==> config.mk <==
export PLATFORM = sky130hd
export DESIGN_NAME = fetch_fifo
export DESIGN_NICKNAME = d
export VERILOG_FILES = /design/src/rtl/fetch_fifo.sv
export SDC_FILE = /design/constraint.sdc
export NUM_CORES = 1
export LEC_CHECK = 0
export ABC_AREA = 0
export BUFFER_PORTS_ARGS = -buffer_cell sky130_fd_sc_hd__buf_4
export CORE_ASPECT_RATIO = 1.2
export CORE_MARGIN = 8
export CORE_UTILIZATION = 50
export CTS_BUF_LIST = sky130_fd_sc_hd__clkbuf_16
export CTS_CLUSTER_DIAMETER = 80
export CTS_CLUSTER_SIZE = 24
export DETAILED_ROUTE_END_ITERATION = 10
export MAX_ROUTING_LAYER = met4
export PLACE_DENSITY = 0.7
export REMOVE_ABC_BUFFERS = 1
export SLEW_MARGIN = 20
export SYNTH_ARGS = -nofsm -noshare
export SYNTH_HDL_FRONTEND = slang
export SYNTH_SLANG_ARGS = --single-unit
==> constraint.sdc <==
create_clock -name clk_i -period 2.7 [get_ports clk_i]
set_input_delay 0.81 -clock clk_i [delete_from_list [all_inputs] [get_ports clk_i]]
set_output_delay 0.81 -clock clk_i [all_outputs]
set_load 0.02 [all_outputs]
==> src/rtl/fetch_fifo.sv <==
// fetch_fifo: instruction queue between the fetch stage and the decoder.
// Holds fetched instructions with PC, branch prediction and fetch-fault info,
// and hands them to the decoder in order over a valid/ready handshake.
// A single-cycle flush empties the queue on a redirect.
// Optional feature: define FETCH_FIFO_BYPASS_EN to forward an incoming entry
// straight to the decoder when the queue is empty (zero-cycle latency).
module fetch_fifo #(
    parameter int DEPTH = 4
) (
    input  logic                     clk_i,
    input  logic                     rst_ni,
    input  logic                     flush_i,
    input  logic                     in_valid_i,
    output logic                     in_ready_o,
    input  logic [63:0]              in_pc_i,
    input  logic [31:0]              in_instr_i,
    input  logic                     in_pred_taken_i,
    input  logic [63:0]              in_pred_target_i,
    input  logic                     in_ex_valid_i,
    input  logic [63:0]              in_ex_cause_i,
    output logic                     out_valid_o,
    input  logic                     out_ready_i,
    output logic [63:0]              out_pc_o,
    output logic [31:0]              out_instr_o,
    output logic                     out_pred_taken_o,
    output logic [63:0]              out_pred_target_o,
    output logic                     out_ex_valid_o,
    output logic [63:0]              out_ex_cause_o,
    output logic [$clog2(DEPTH):0]   count_o
);

    localparam int AW = $clog2(DEPTH);
    localparam logic [AW:0] FULL_COUNT = (AW+1)'(DEPTH);

    logic [AW-1:0] rd_ptr;
    logic [AW-1:0] wr_ptr;
    logic [AW:0]   count;

    logic [63:0] pc_mem     [DEPTH];
    logic [31:0] instr_mem  [DEPTH];
    logic        taken_mem  [DEPTH];
    logic [63:0] target_mem [DEPTH];
    logic        exv_mem    [DEPTH];
    logic [63:0] cause_mem  [DEPTH];

    logic push;
    logic pop;
    logic bypass_take;
    logic wr_en;
    logic rd_en;

    // A full queue never accepts, even with a pop in the same cycle; flush masks it too.
    assign in_ready_o = (count < FULL_COUNT) && !flush_i;
    assign count_o    = count;

    // Head presentation: stored entry at the read pointer, or the live input when bypassing.
    always_comb begin
        out_valid_o       = (count != '0) && !flush_i;
        out_pc_o          = pc_mem[rd_ptr];
        out_instr_o       = instr_mem[rd_ptr];
        out_pred_taken_o  = taken_mem[rd_ptr];
        out_pred_target_o = target_mem[rd_ptr];
        out_ex_valid_o    = exv_mem[rd_ptr];
        out_ex_cause_o    = cause_mem[rd_ptr];
        bypass_take       = 1'b0;
`ifdef FETCH_FIFO_BYPASS_EN
        if ((count == '0) && !flush_i) begin
            out_valid_o       = in_valid_i;
            out_pc_o          = in_pc_i;
            out_instr_o       = in_instr_i;
            out_pred_taken_o  = in_pred_taken_i;
            out_pred_target_o = in_pred_target_i;
            out_ex_valid_o    = in_ex_valid_i;
            out_ex_cause_o    = in_ex_valid_i ? in_ex_cause_i : 64'd0;
            bypass_take       = in_valid_i && out_ready_i;
        end
`endif
    end

    // An entry consumed through the bypass is neither written nor read from storage.
    assign push  = in_valid_i && in_ready_o;
    assign pop   = out_valid_o && out_ready_i;
    assign wr_en = push && !bypass_take;
    assign rd_en = pop && !bypass_take;

    // Pointer and occupancy bookkeeping; flush returns everything to empty.
    always_ff @(posedge clk_i or negedge rst_ni) begin
        if (!rst_ni) begin
            rd_ptr <= '0;
            wr_ptr <= '0;
            count  <= '0;
        end else if (flush_i) begin
            rd_ptr <= '0;
            wr_ptr <= '0;
            count  <= '0;
        end else begin
            if (wr_en) begin
                wr_ptr <= wr_ptr + 1'b1;
            end
            if (rd_en) begin
                rd_ptr <= rd_ptr + 1'b1;
            end
            case ({wr_en, rd_en})
                2'b10:   count <= count + 1'b1;
                2'b01:   count <= count - 1'b1;
                default: count <= count;
            endcase
        end
    end

    // Entry storage; cleared on reset so the head fields read zero, cause masked when no fault.
    always_ff @(posedge clk_i or negedge rst_ni) begin
        if (!rst_ni) begin
            for (int i = 0; i < DEPTH; i++) begin
                pc_mem[i]     <= '0;
                instr_mem[i]  <= '0;
                taken_mem[i]  <= 1'b0;
                target_mem[i] <= '0;
                exv_mem[i]    <= 1'b0;
                cause_mem[i]  <= '0;
            end
        end else if (wr_en) begin
            pc_mem[wr_ptr]     <= in_pc_i;
            instr_mem[wr_ptr]  <= in_instr_i;
            taken_mem[wr_ptr]  <= in_pred_taken_i;
            target_mem[wr_ptr] <= in_pred_target_i;
            exv_mem[wr_ptr]    <= in_ex_valid_i;
            cause_mem[wr_ptr]  <= in_ex_valid_i ? in_ex_cause_i : 64'd0;
        end
    end

endmodule

==> flow_metrics.py, run 1 <==
metrics = {
    "status": {
        "status": "complete, but fails checks",
        "failed_checks": "negative setup slack",
    },
    "floorplanning": {
        "die_y_um": 323.3,
        "fp.dieW_um": 272.1,
        "fp.dieArea_um2": 87980,
        "fp.coreArea_um2": 77910,
        "placementRows": 112,
        "io-pin-count": 462,
        "initial_core_util_pct": 50.51,
    },
    "global_routing": {
        "global_route_wire_length_before_repair_um": 157500,
        "antenna_found_initial": 8,
        "number_of_global_route_vias_before_repair": 26533,
        "grt_remaining_overflow": 0,
        "grt_start_max_net_pins": 80,
        "grt_use_total_pct": 23.31,
    },
    "critical_path": {
        "endpoint": "out_ex_cause_o[27]",
        "critical_path.max_fanout": 10,
        "crit_path_end_kind": "primary output",
        "criticalPathCategory": "register to primary output",
        "worstReg2RegEnd": "count_o[2]",
        "reg2reg_slack_ps": 490,
        "startpoint_type": "register",
        "reg2reg_depth": 5,
        "worst_ep_required_time_ps": 1890,
        "critPathLaunch": "rd_ptr[0]",
        "r2r_start": "count_o[2]",
        "worst_ep_arrival_time_ps": 2300,
    },
    "power_and_ir_drop": {
        "pwr-share-comb_pct": 34.9,
        "cell_internal_pwr_mw": 29.93,
        "netSwitchingFraction_pct": 30.75,
        "vdd_drop_max_mv": 0.6140,
        "power.clock.fraction_pct": 17.6,
        "power.total_mw": 43.22,
        "static-leakage-power_nw": 21.68,
        "seqPwrFrac_pct": 47.5,
        "p_sw_mw": 13.29,
        "power.density_cell_area_nw_per_um2": 915.9,
    },
    "sta": {
        "slew_viol_final": 0,
        "slew-limit-headroom_pct": 57.34,
        "timing.final.crit_share_pct": 115.4,
        "timing.final.ws_setup_ps": -414.5,
        "actual_transition_at_the_worst_max_transition_pin_ps": 639.9,
        "rsz0062_at_grt": "true",
        "layout_min_cycle_time_ps": 3115,
        "worst_clock_skew_ps": 12.84,
        "setup-violations-final": 226,
        "clock.fmax_ghz": 0.3211,
        "final-hold-violation-count": 0,
    },
    "routing": {
        "wire_per_inst_um": 24.40,
        "first_pass_iters": 5,
        "vias_per_cell": 5.736,
        "drc": 0,
        "detail_route.iter0.violations": 1370,
        "routed_wirelength_um": 100500,
        "ant_nets": 0,
        "dr_total_vias": 23615,
    },
    "yosys": {
        "fraction_of_synthesized_cell_area_taken_by_the_top_area_cell_type_pct": 57.93,
        "yosys_register_bits": 911,
        "yosysUniqueCellTypes": 29,
        "syn-cell-area_um2": 39360,
        "synth-main-ff-cell": "sky130_fd_sc_hd__dfrtp_1",
        "post_synth_main_area_contributors": "sky130_fd_sc_hd__dfrtp_1, sky130_fd_sc_hd__mux2_2, sky130_fd_sc_hd__mux4_2, sky130_fd_sc_hd__mux2_4, sky130_fd_sc_hd__o21ai_0",
        "post_synth.cell_area_avg_um2": 15.18,
        "synth_sequential_area_ratio_pct": 57.93,
        "synth_warnings": 0,
        "synth_enable_flop_cells": 0,
        "async_flop_share_pct": 100.0,
        "synth_cells": 2592,
        "synth_largest_area_cell": "sky130_fd_sc_hd__dfrtp_1",
    },
    "clock_tree": {
        "cts_max_level": 2,
        "cts_tree": "done",
        "worstSkewPairLatency_ps": 610,
        "tritoncts.num_buffers": 45,
        "worst_setup_hold_path_clk_slew_ps": 100,
        "clock_sinks": 911,
        "root_buffer": "sky130_fd_sc_hd__clkbuf_16",
        "clock_tree.buffer_depth": 3,
        "holdBufCountCts": 0,
    },
    "run": {
        "max-cap-violations": 0,
    },
    "final_layout": {
        "nets": 3306,
        "layout.filler_cells": 5911,
        "drive_above_1_share_pct": 50.47,
        "seq_area_um2": 22800,
        "final_area_um2": 47190,
        "area_delta_synth_final_pct": 19.91,
        "area_used_by_multi_input_combinational_logic_um2": 15630,
    },
    "placed_design": {
        "gp_routability_congestion": 0.8217,
        "numPortBuffers": 461,
        "placed_area_um2": 45170,
        "post-dp-hpwl_um": 70610,
    },
    "worst_hold_path": {
        "hold_class": "input port to asynchronous set/reset pin",
    },
}
## power groups by stage
| stage | logic (mW) | registers [mW] | clock network (mW) |
|---|---|---|---|
| detailed placement | 14.5 | 20.7 | 0 |
| global route | 16.1 | 21.0 | 8.33 |
| floorplan | 9.35 | 20.1 | 0 |
| global placement | 14.1 | 20.3 | 0 |
| finish | 15.1 | 20.5 | 7.62 |
| CTS | 15.1 | 20.5 | 7.87 |
## per-layer routing
metal  global-route usage, %  routed length [µm]  vias to the layer above
li1                        -                   -                    10311
met2                   40.45               53250                      519
met3                   4.181                4895                      117
met4                   5.506                2214                        0
met5                       -                   0                        -
met1                   28.41               40120                    12668
## layout make-up
cell class	instances	area share, %
multi-input cells	1490	33.11
clock inverters	13	0.2386
diodes	8	0.04242
repair buffers	619	13.05
flip-flops and latches	911	48.33
inverters	3	0.02386
well taps	1026	2.720
clock buffers	47	2.492
## what timing repair did
item | in CTS | in global routing
endpoints found under the setup margin | 226 | 227
resized for setup | 58 | 45
gates cloned | 7 | 2
buffers inserted | 7 | 2
## state kept, by name (all words and copies together), names as in the netlist, 3 cells and up
register / cells
instr_mem: 128
cause_mem: 256
pc_mem: 256
count_o: 3
taken_mem: 4
exv_mem: 4
target_mem: 256
## kinds of logic (layout without fill, tap and decap cells)
group           after synthesis  count (layout)  synth area share [%]
flops                       911             911                 57.93
mux                         876             876                 32.67
simple gates                344             344                 3.373
compound gates              262             262                 3.335
buf+inv                     191             682                 2.448
fa+ha+maj                     5               5                0.1780
xor+xnor                      3               3               0.06678
other cells                   0               8                     0
## worst max-delay path, cell delays in order, from the launching register on
cell and delay [ps]:
sky130_fd_sc_hd__dfrtp_4 480, sky130_fd_sc_hd__buf_16 200, sky130_fd_sc_hd__buf_4 170, sky130_fd_sc_hd__buf_16 120, sky130_fd_sc_hd__mux4_2 520, sky130_fd_sc_hd__buf_4 180
## how the worst min path moves through the flow
stage          depth (start not counted)  slack (ps)             end           start
2_1_floorplan                          2         440  cause_mem[100]  cause_mem[100]
3_5_place_dp                           2         460   cause_mem[94]   cause_mem[94]
6_report                               1         210      pc_mem[97]          rst_ni
5_1_grt                                1         190      pc_mem[97]          rst_ni
3_3_place_gp                           2         460   cause_mem[81]   cause_mem[81]
4_1_cts                                1         180      pc_mem[97]          rst_ni
## cell usage after synthesis, types with 2 or more instances
master / n
sky130_fd_sc_hd__dfrtp_1: 911
sky130_fd_sc_hd__mux2_2: 529
sky130_fd_sc_hd__nand2_1: 324
sky130_fd_sc_hd__o21ai_0: 259
sky130_fd_sc_hd__mux4_2: 226
sky130_fd_sc_hd__mux2_4: 120
sky130_fd_sc_hd__buf_2: 95
sky130_fd_sc_hd__clkbuf_1: 60
sky130_fd_sc_hd__buf_1: 16
sky130_fd_sc_hd__buf_6: 15
sky130_fd_sc_hd__nor2_1: 8
sky130_fd_sc_hd__ha_1: 4
sky130_fd_sc_hd__inv_1: 3
sky130_fd_sc_hd__nand2b_1: 3
sky130_fd_sc_hd__nor2b_1: 3
sky130_fd_sc_hd__a21oi_1: 2
sky130_fd_sc_hd__xor2_1: 2
## per-stage QoR
| step | utilization (%) | cells | setup WS (ps) | hold slack, ps | TNS [ps] |
|---|---|---|---|---|---|
| after floorplan | - | 2404 | -7663 | 444.6 | -5839220 |
| after detailed placement | 57.97 | 4031 | 189.3 | 464.4 | 0 |
| after global routing | 60.56 | 4117 | -493.8 | 192.8 | -96020 |
| final | 60.56 | 4117 | -414.5 | 214.0 | -77480 |
| after CTS | 60.27 | 4105 | -483.1 | 177.4 | -94350 |
| after global placement | 57.97 | 4031 | 191.3 | 456.0 | 0 |
## layout by cell type (no fill, tap or decap), types with 3 or more instances in the layout
| cell | instances |
|---|---|
| sky130_fd_sc_hd__dfrtp_1 | 909 |
| sky130_fd_sc_hd__mux2_2 | 529 |
| sky130_fd_sc_hd__buf_4 | 444 |
| sky130_fd_sc_hd__nand2_1 | 320 |
| sky130_fd_sc_hd__o21ai_0 | 259 |
| sky130_fd_sc_hd__mux4_2 | 226 |
| sky130_fd_sc_hd__mux2_4 | 120 |
| sky130_fd_sc_hd__buf_6 | 90 |
| sky130_fd_sc_hd__buf_12 | 68 |
| sky130_fd_sc_hd__clkbuf_16 | 49 |
| sky130_fd_sc_hd__buf_16 | 11 |
| sky130_fd_sc_hd__diode_2 | 8 |
| sky130_fd_sc_hd__nor2_1 | 8 |
| sky130_fd_sc_hd__inv_1 | 7 |
| sky130_fd_sc_hd__nand2_4 | 4 |
| sky130_fd_sc_hd__ha_1 | 4 |
| sky130_fd_sc_hd__nor2b_1 | 3 |
| sky130_fd_sc_hd__nand2b_1 | 3 |
Power figures use the tool's default switching activity.
==> inputs of run 2 (changes only) <==
==> constraint.sdc (replaced) <==
create_clock -name clk_i -period 2.7 [get_ports clk_i]
set_input_delay 0 -clock clk_i [delete_from_list [all_inputs] [get_ports clk_i]]
set_output_delay 0 -clock clk_i [all_outputs]
set_load 0.02 [all_outputs]
==> flow_metrics.py, run 2 (synthesis gave the netlist of run 1 again) <==
metrics = {
    "status": {
        "status": "completed",
    },
    "routing": {
        "dr_total_vias": 24228,
        "ant_nets": 0,
        "routed_wirelength_um": 99780,
        "detail_route.iter0.violations": 1430,
        "vias_per_cell": 5.650,
        "first_pass_iters": 5,
        "wire_per_inst_um": 23.27,
        "drc": 0,
    },
    "sta": {
        "fin_setup_tns_ps": 0,
        "worst_clock_skew_ps": 17.36,
        "rsz0062_at_grt": "false",
        "tightest_hold_margin_ps": 180.2,
        "slew-limit-headroom_pct": 33.82,
        "final-hold-violation-count": 0,
        "timing.final.crit_share_pct": 92.56,
        "slew_viol_final": 0,
        "clock.fmax_ghz": 0.4001,
        "setup-violations-final": 0,
        "layout_min_cycle_time_ps": 2499,
        "actual_transition_at_the_worst_max_transition_pin_ps": 992.7,
    },
    "global_routing": {
        "global_route_wire_length_before_repair_um": 158400,
        "number_of_global_route_vias_before_repair": 27651,
        "antenna_found_initial": 11,
        "grt_start_max_net_pins": 125,
        "grt_remaining_overflow": 0,
        "grt_use_total_pct": 23.38,
    },
    "power_and_ir_drop": {
        "power.density_cell_area_nw_per_um2": 878.0,
        "vdd_drop_max_mv": 0.7001,
        "static-leakage-power_nw": 21.98,
    },
    "clock_tree": {
        "root_buffer": "sky130_fd_sc_hd__clkbuf_16",
        "tritoncts.num_buffers": 44,
        "clock_sinks": 911,
        "worst_setup_hold_path_clk_slew_ps": 100,
        "worstSkewPairLatency_ps": 600,
        "cts_tree": "done",
        "clock_tree.buffer_depth": 3,
        "cts_max_level": 2,
    },
    "final_layout": {
        "nets": 3480,
        "layout.cells.most_common": "sky130_fd_sc_hd__dfrtp_1",
        "reg_top3": "cause_mem (256), pc_mem (256), target_mem (256)",
        "most_frequent_cells_in_the_layout": "sky130_fd_sc_hd__dfrtp_1, sky130_fd_sc_hd__mux2_2, sky130_fd_sc_hd__buf_4",
        "area_delta_synth_final_pct": 22.02,
        "drive_above_1_share_pct": 45.96,
    },
    "critical_path": {
        "critical_path.max_fanout": 28,
        "worst_ep_arrival_time_ps": 2500,
        "worst_ep_required_time_ps": 2700,
        "criticalPathCategory": "register to primary output",
        "startpoint_type": "register",
        "crit_path_end_kind": "primary output",
    },
    "floorplanning": {
        "initial_core_util_pct": 50.51,
        "placementRows": 112,
        "die_y_um": 323.3,
        "io-pin-count": 462,
        "fp.dieW_um": 272.1,
        "fp.dieArea_um2": 87980,
        "fp.coreArea_um2": 77910,
    },
    "worst_hold_path": {
        "hold_class": "input port to register",
    },
    "placed_design": {
        "gp_routability_congestion": 0.7772,
        "numPortBuffers": 461,
        "post-dp-hpwl_um": 67930,
    },
    "run": {
        "max-cap-violations": 0,
    },
}
[run 2: changes by cell type in the layout (fill, tap and decap cells not counted), moves of 2 or more]
cell                            before  now
sky130_fd_sc_hd__buf_12             68   41
sky130_fd_sc_hd__buf_16             11    2
sky130_fd_sc_hd__buf_4             444  519
sky130_fd_sc_hd__buf_6              90    0
sky130_fd_sc_hd__bufbuf_16           2    0
sky130_fd_sc_hd__clkbuf_16          49   45
sky130_fd_sc_hd__diode_2             8   11
sky130_fd_sc_hd__dlygate4sd3_1       0  231
sky130_fd_sc_hd__inv_1               7    5
sky130_fd_sc_hd__inv_6               2    0
[run 2: worst paths after layout]
check	startpoint	slack, ps	cells after the start	to
min reg2reg	cause_mem[85]	480	2	cause_mem[85]
min in group asynchronous	rst_ni	430	3	pc_mem[159]
max	rd_ptr[0]	200	4	out_ex_cause_o[19]
max reg2reg	count_o[2]	490	5	count_o[2]
min	in_ex_valid_i	180	3	cause_mem[23]
max in group asynchronous	rst_ni	1260	5	target_mem[201]
[run 2: critical path: stages, from the launching register on]
cell                      delay, ps
sky130_fd_sc_hd__dfrtp_4        530
sky130_fd_sc_hd__buf_16         270
sky130_fd_sc_hd__buf_12         260
sky130_fd_sc_hd__mux4_2         570
sky130_fd_sc_hd__buf_4          180
[run 2: area by class of cell]
type                    instances  area [µm²]
diodes                         11       27.53
inverters                       3       11.26
clock inverters                 8       43.79
fillers                      5759       29890
multi-input cells            1490       15630
clock buffers                  45        1126
repair buffers                794        7099
well taps                    1026        1284
flip-flops and latches        911       22800
[run 2: repair_timing]
| action | 4_1_cts | 5_1_grt |
|---|---|---|
| hold endpoints to repair | 1388 | 0 |
| gates resized for setup | 0 | 1 |
| setup endpoints to repair | 0 | 3 |
| buffers inserted | 0 | 3 |
| hold buffers | 232 | 0 |
[run 2: power breakdown]
group          switching, mW  total [mW]  internal [mW]
logic                   6.44        14.5           8.03
clock network           4.22        7.24           3.02
registers               2.33        20.5           18.1
total                   13.0        42.2           29.2
[run 2: metal layers]
layer	wire [µm]	track usage [%]	share of wire [%]	up-vias
met5	0	-	0	-
met4	4171	9.201	4.2	0
met3	4306	3.575	4.3	191
met2	52120	39.81	52	626
met1	39180	28.05	39	12779
li1	-	-	-	10632
[run 2: per-stage QoR]
step | instance area, µm² | setup slack, ps | cells | total power [mW] | utilization (%)
finish | 48020 | 200.8 | 4288 | 42.16 | 61.63
global route | 48020 | 58.89 | 4288 | 44.37 | 61.63
CTS | 47960 | 19.26 | 4274 | 42.55 | 61.56
detailed placement | 44450 | 557.5 | 3989 | 35.04 | 57.05
global placement | 44450 | 563.8 | 3989 | 34.06 | 57.05
floorplan | 38400 | -6853 | 2404 | 29.44 | -
==> inputs of run 3 (changes only) <==
--- a/constraint.sdc
+++ b/constraint.sdc
@@ -3,2 +3,2 @@
 set_output_delay 0 -clock clk_i [all_outputs]
-set_load 0.02 [all_outputs]
+set_load 0.05 [all_outputs]
==> flow_metrics.py, run 3 (synthesis gave the netlist of run 1 again) <==
metrics = {
    "status": {
        "status": "completed",
    },
    "floorplanning": {
        "io-pin-count": 462,
        "placementRows": 112,
        "fp.coreArea_um2": 77910,
        "die_y_um": 323.3,
        "initial_core_util_pct": 50.51,
        "fp.dieW_um": 272.1,
        "fp.dieArea_um2": 87980,
    },
    "routing": {
        "wire_per_inst_um": 23.14,
        "routed_wirelength_um": 99680,
        "ant_nets": 0,
        "vias_per_cell": 5.649,
        "first_pass_iters": 5,
        "detail_route.iter0.violations": 1360,
        "dr_total_vias": 24330,
        "drc": 0,
    },
    "power_and_ir_drop": {
        "static-leakage-power_nw": 22.12,
        "vdd_drop_max_mv": 0.8505,
        "power.density_cell_area_nw_per_um2": 949.4,
    },
    "sta": {
        "slew_viol_final": 0,
        "slew-limit-headroom_pct": 32.37,
        "timing.final.crit_share_pct": 90.99,
        "fin_setup_tns_ps": 0,
        "layout_min_cycle_time_ps": 2457,
        "worst_clock_skew_ps": 20.02,
        "clock.fmax_ghz": 0.4071,
        "timing.final.ws_setup_ps": 243.3,
        "rsz0062_at_grt": "false",
        "actual_transition_at_the_worst_max_transition_pin_ps": 1014,
        "setup-violations-final": 0,
        "final-hold-violation-count": 0,
    },
    "clock_tree": {
        "clock_sinks": 911,
        "worst_setup_hold_path_clk_slew_ps": 90,
        "cts_max_level": 2,
        "worstSkewPairLatency_ps": 620,
        "post_cts_sizing_count": 0,
        "tritoncts.num_buffers": 45,
        "root_buffer": "sky130_fd_sc_hd__clkbuf_16",
        "clock_tree.buffer_depth": 3,
        "cts_tree": "done",
    },
    "global_routing": {
        "global_route_wire_length_before_repair_um": 158900,
        "antenna_found_initial": 8,
        "grt_remaining_overflow": 0,
        "number_of_global_route_vias_before_repair": 27641,
        "grt_use_total_pct": 23.37,
        "grt_start_max_net_pins": 93,
    },
    "final_layout": {
        "reg_top3": "cause_mem (256), pc_mem (256), target_mem (256)",
        "final_core_util_pct": 61.96,
        "layout.cells.non_filler": 4307,
        "nets": 3497,
        "area_delta_synth_final_pct": 22.67,
        "most_frequent_cells_in_the_layout": "sky130_fd_sc_hd__dfrtp_1, sky130_fd_sc_hd__mux2_2, sky130_fd_sc_hd__buf_4",
        "layout.cells.most_common": "sky130_fd_sc_hd__dfrtp_1",
        "drive_above_1_share_pct": 46.24,
    },
    "critical_path": {
        "worstReg2RegEnd": "count_o[2]",
        "startpoint_type": "register",
        "worst_ep_required_time_ps": 2700,
        "criticalPathCategory": "register to primary output",
        "crit_path_end_kind": "primary output",
        "worst_ep_arrival_time_ps": 2460,
        "critical_path.max_fanout": 27,
        "r2r_start": "count_o[2]",
        "critPathLaunch": "rd_ptr[0]",
        "reg2reg_depth": 5,
        "reg2reg_slack_ps": 510,
    },
    "worst_hold_path": {
        "timing.hold.worst.start": "in_ex_valid_i",
        "worstHoldEndpoint": "cause_mem[23]",
        "hold_class": "input port to register",
        "hold_depth": 3,
    },
    "placed_design": {
        "numPortBuffers": 461,
        "placedCellCount": 4005,
        "dp_worst_setup_slack_ps": 540.1,
        "gp_routability_congestion": 0.7920,
        "post-dp-hpwl_um": 68650,
    },
    "run": {
        "max-cap-violations": 0,
    },
}
-- run 3: changes by cell type in the layout (fill, tap and decap cells not counted) --
cell | previous run | this run
sky130_fd_sc_hd__buf_12 | 41 | 50
sky130_fd_sc_hd__buf_16 | 2 | 0
sky130_fd_sc_hd__buf_4 | 519 | 527
sky130_fd_sc_hd__bufinv_16 | 0 | 1
sky130_fd_sc_hd__clkinv_1 | 2 | 0
sky130_fd_sc_hd__clkinv_2 | 2 | 3
sky130_fd_sc_hd__clkinv_4 | 0 | 2
sky130_fd_sc_hd__clkinv_8 | 0 | 1
sky130_fd_sc_hd__clkinvlp_4 | 1 | 0
sky130_fd_sc_hd__diode_2 | 11 | 9
sky130_fd_sc_hd__dlygate4sd3_1 | 231 | 232
sky130_fd_sc_hd__inv_1 | 5 | 8
-- run 3: power by group --
group,internal [mW],switching (mW)
registers,18.1,2.30
clock network,3.15,4.30
logic,8.17,9.80
-- run 3: layout make-up --
| cell class | count | area (µm²) |
|---|---|---|
| inverters | 3 | 11.26 |
| diodes | 9 | 22.52 |
| well taps | 1026 | 1284 |
| multi-input cells | 1490 | 15630 |
| repair buffers | 810 | 7295 |
| flip-flops and latches | 911 | 22800 |
| clock inverters | 13 | 108.9 |
| fillers | 5798 | 29640 |
| clock buffers | 45 | 1126 |
-- run 3: worst max-delay path by stage --
| stage | end | slack (ps) |
|---|---|---|
| 2_1_floorplan | out_ex_cause_o[0] | -7020 |
| 3_3_place_gp | count_o[2] | 550 |
| 3_5_place_dp | count_o[2] | 540 |
| 4_1_cts | out_ex_cause_o[44] | 3 |
| 5_1_grt | out_ex_cause_o[44] | 120 |
| 6_report | out_ex_cause_o[14] | 240 |
-- run 3: worst max-delay path, stage by stage, from the launching register on --
cell,delay (ps)
sky130_fd_sc_hd__dfrtp_4,490
sky130_fd_sc_hd__buf_12,270
sky130_fd_sc_hd__buf_4,260
sky130_fd_sc_hd__mux4_2,580
sky130_fd_sc_hd__buf_4,220
-- run 3: metrics by stage --
step	hold WS (ps)	total power [mW]	instance area [µm²]
after global routing	161.9	48.06	48280
after global placement	35.13	37.54	44670
final	128.4	45.83	48280
after CTS	126.2	46.27	48230
after detailed placement	47.29	38.50	44670
after floorplan	-295.6	32.73	38400
-- run 3: timing repair --
action                                  in CTS  in global routing
hold buffers                               232                  0
buffers inserted                             0                  3
endpoints found under the hold margin     1337                  0
endpoints found under the setup margin       0                  7
-- run 3: per-layer routing --
layer | share of wire [%] | track usage, %
met1 | 39 | 27.91
met2 | 53 | 40.71
met3 | 4.2 | 3.546
met4 | 3.3 | 7.602
met5 | 0 | -
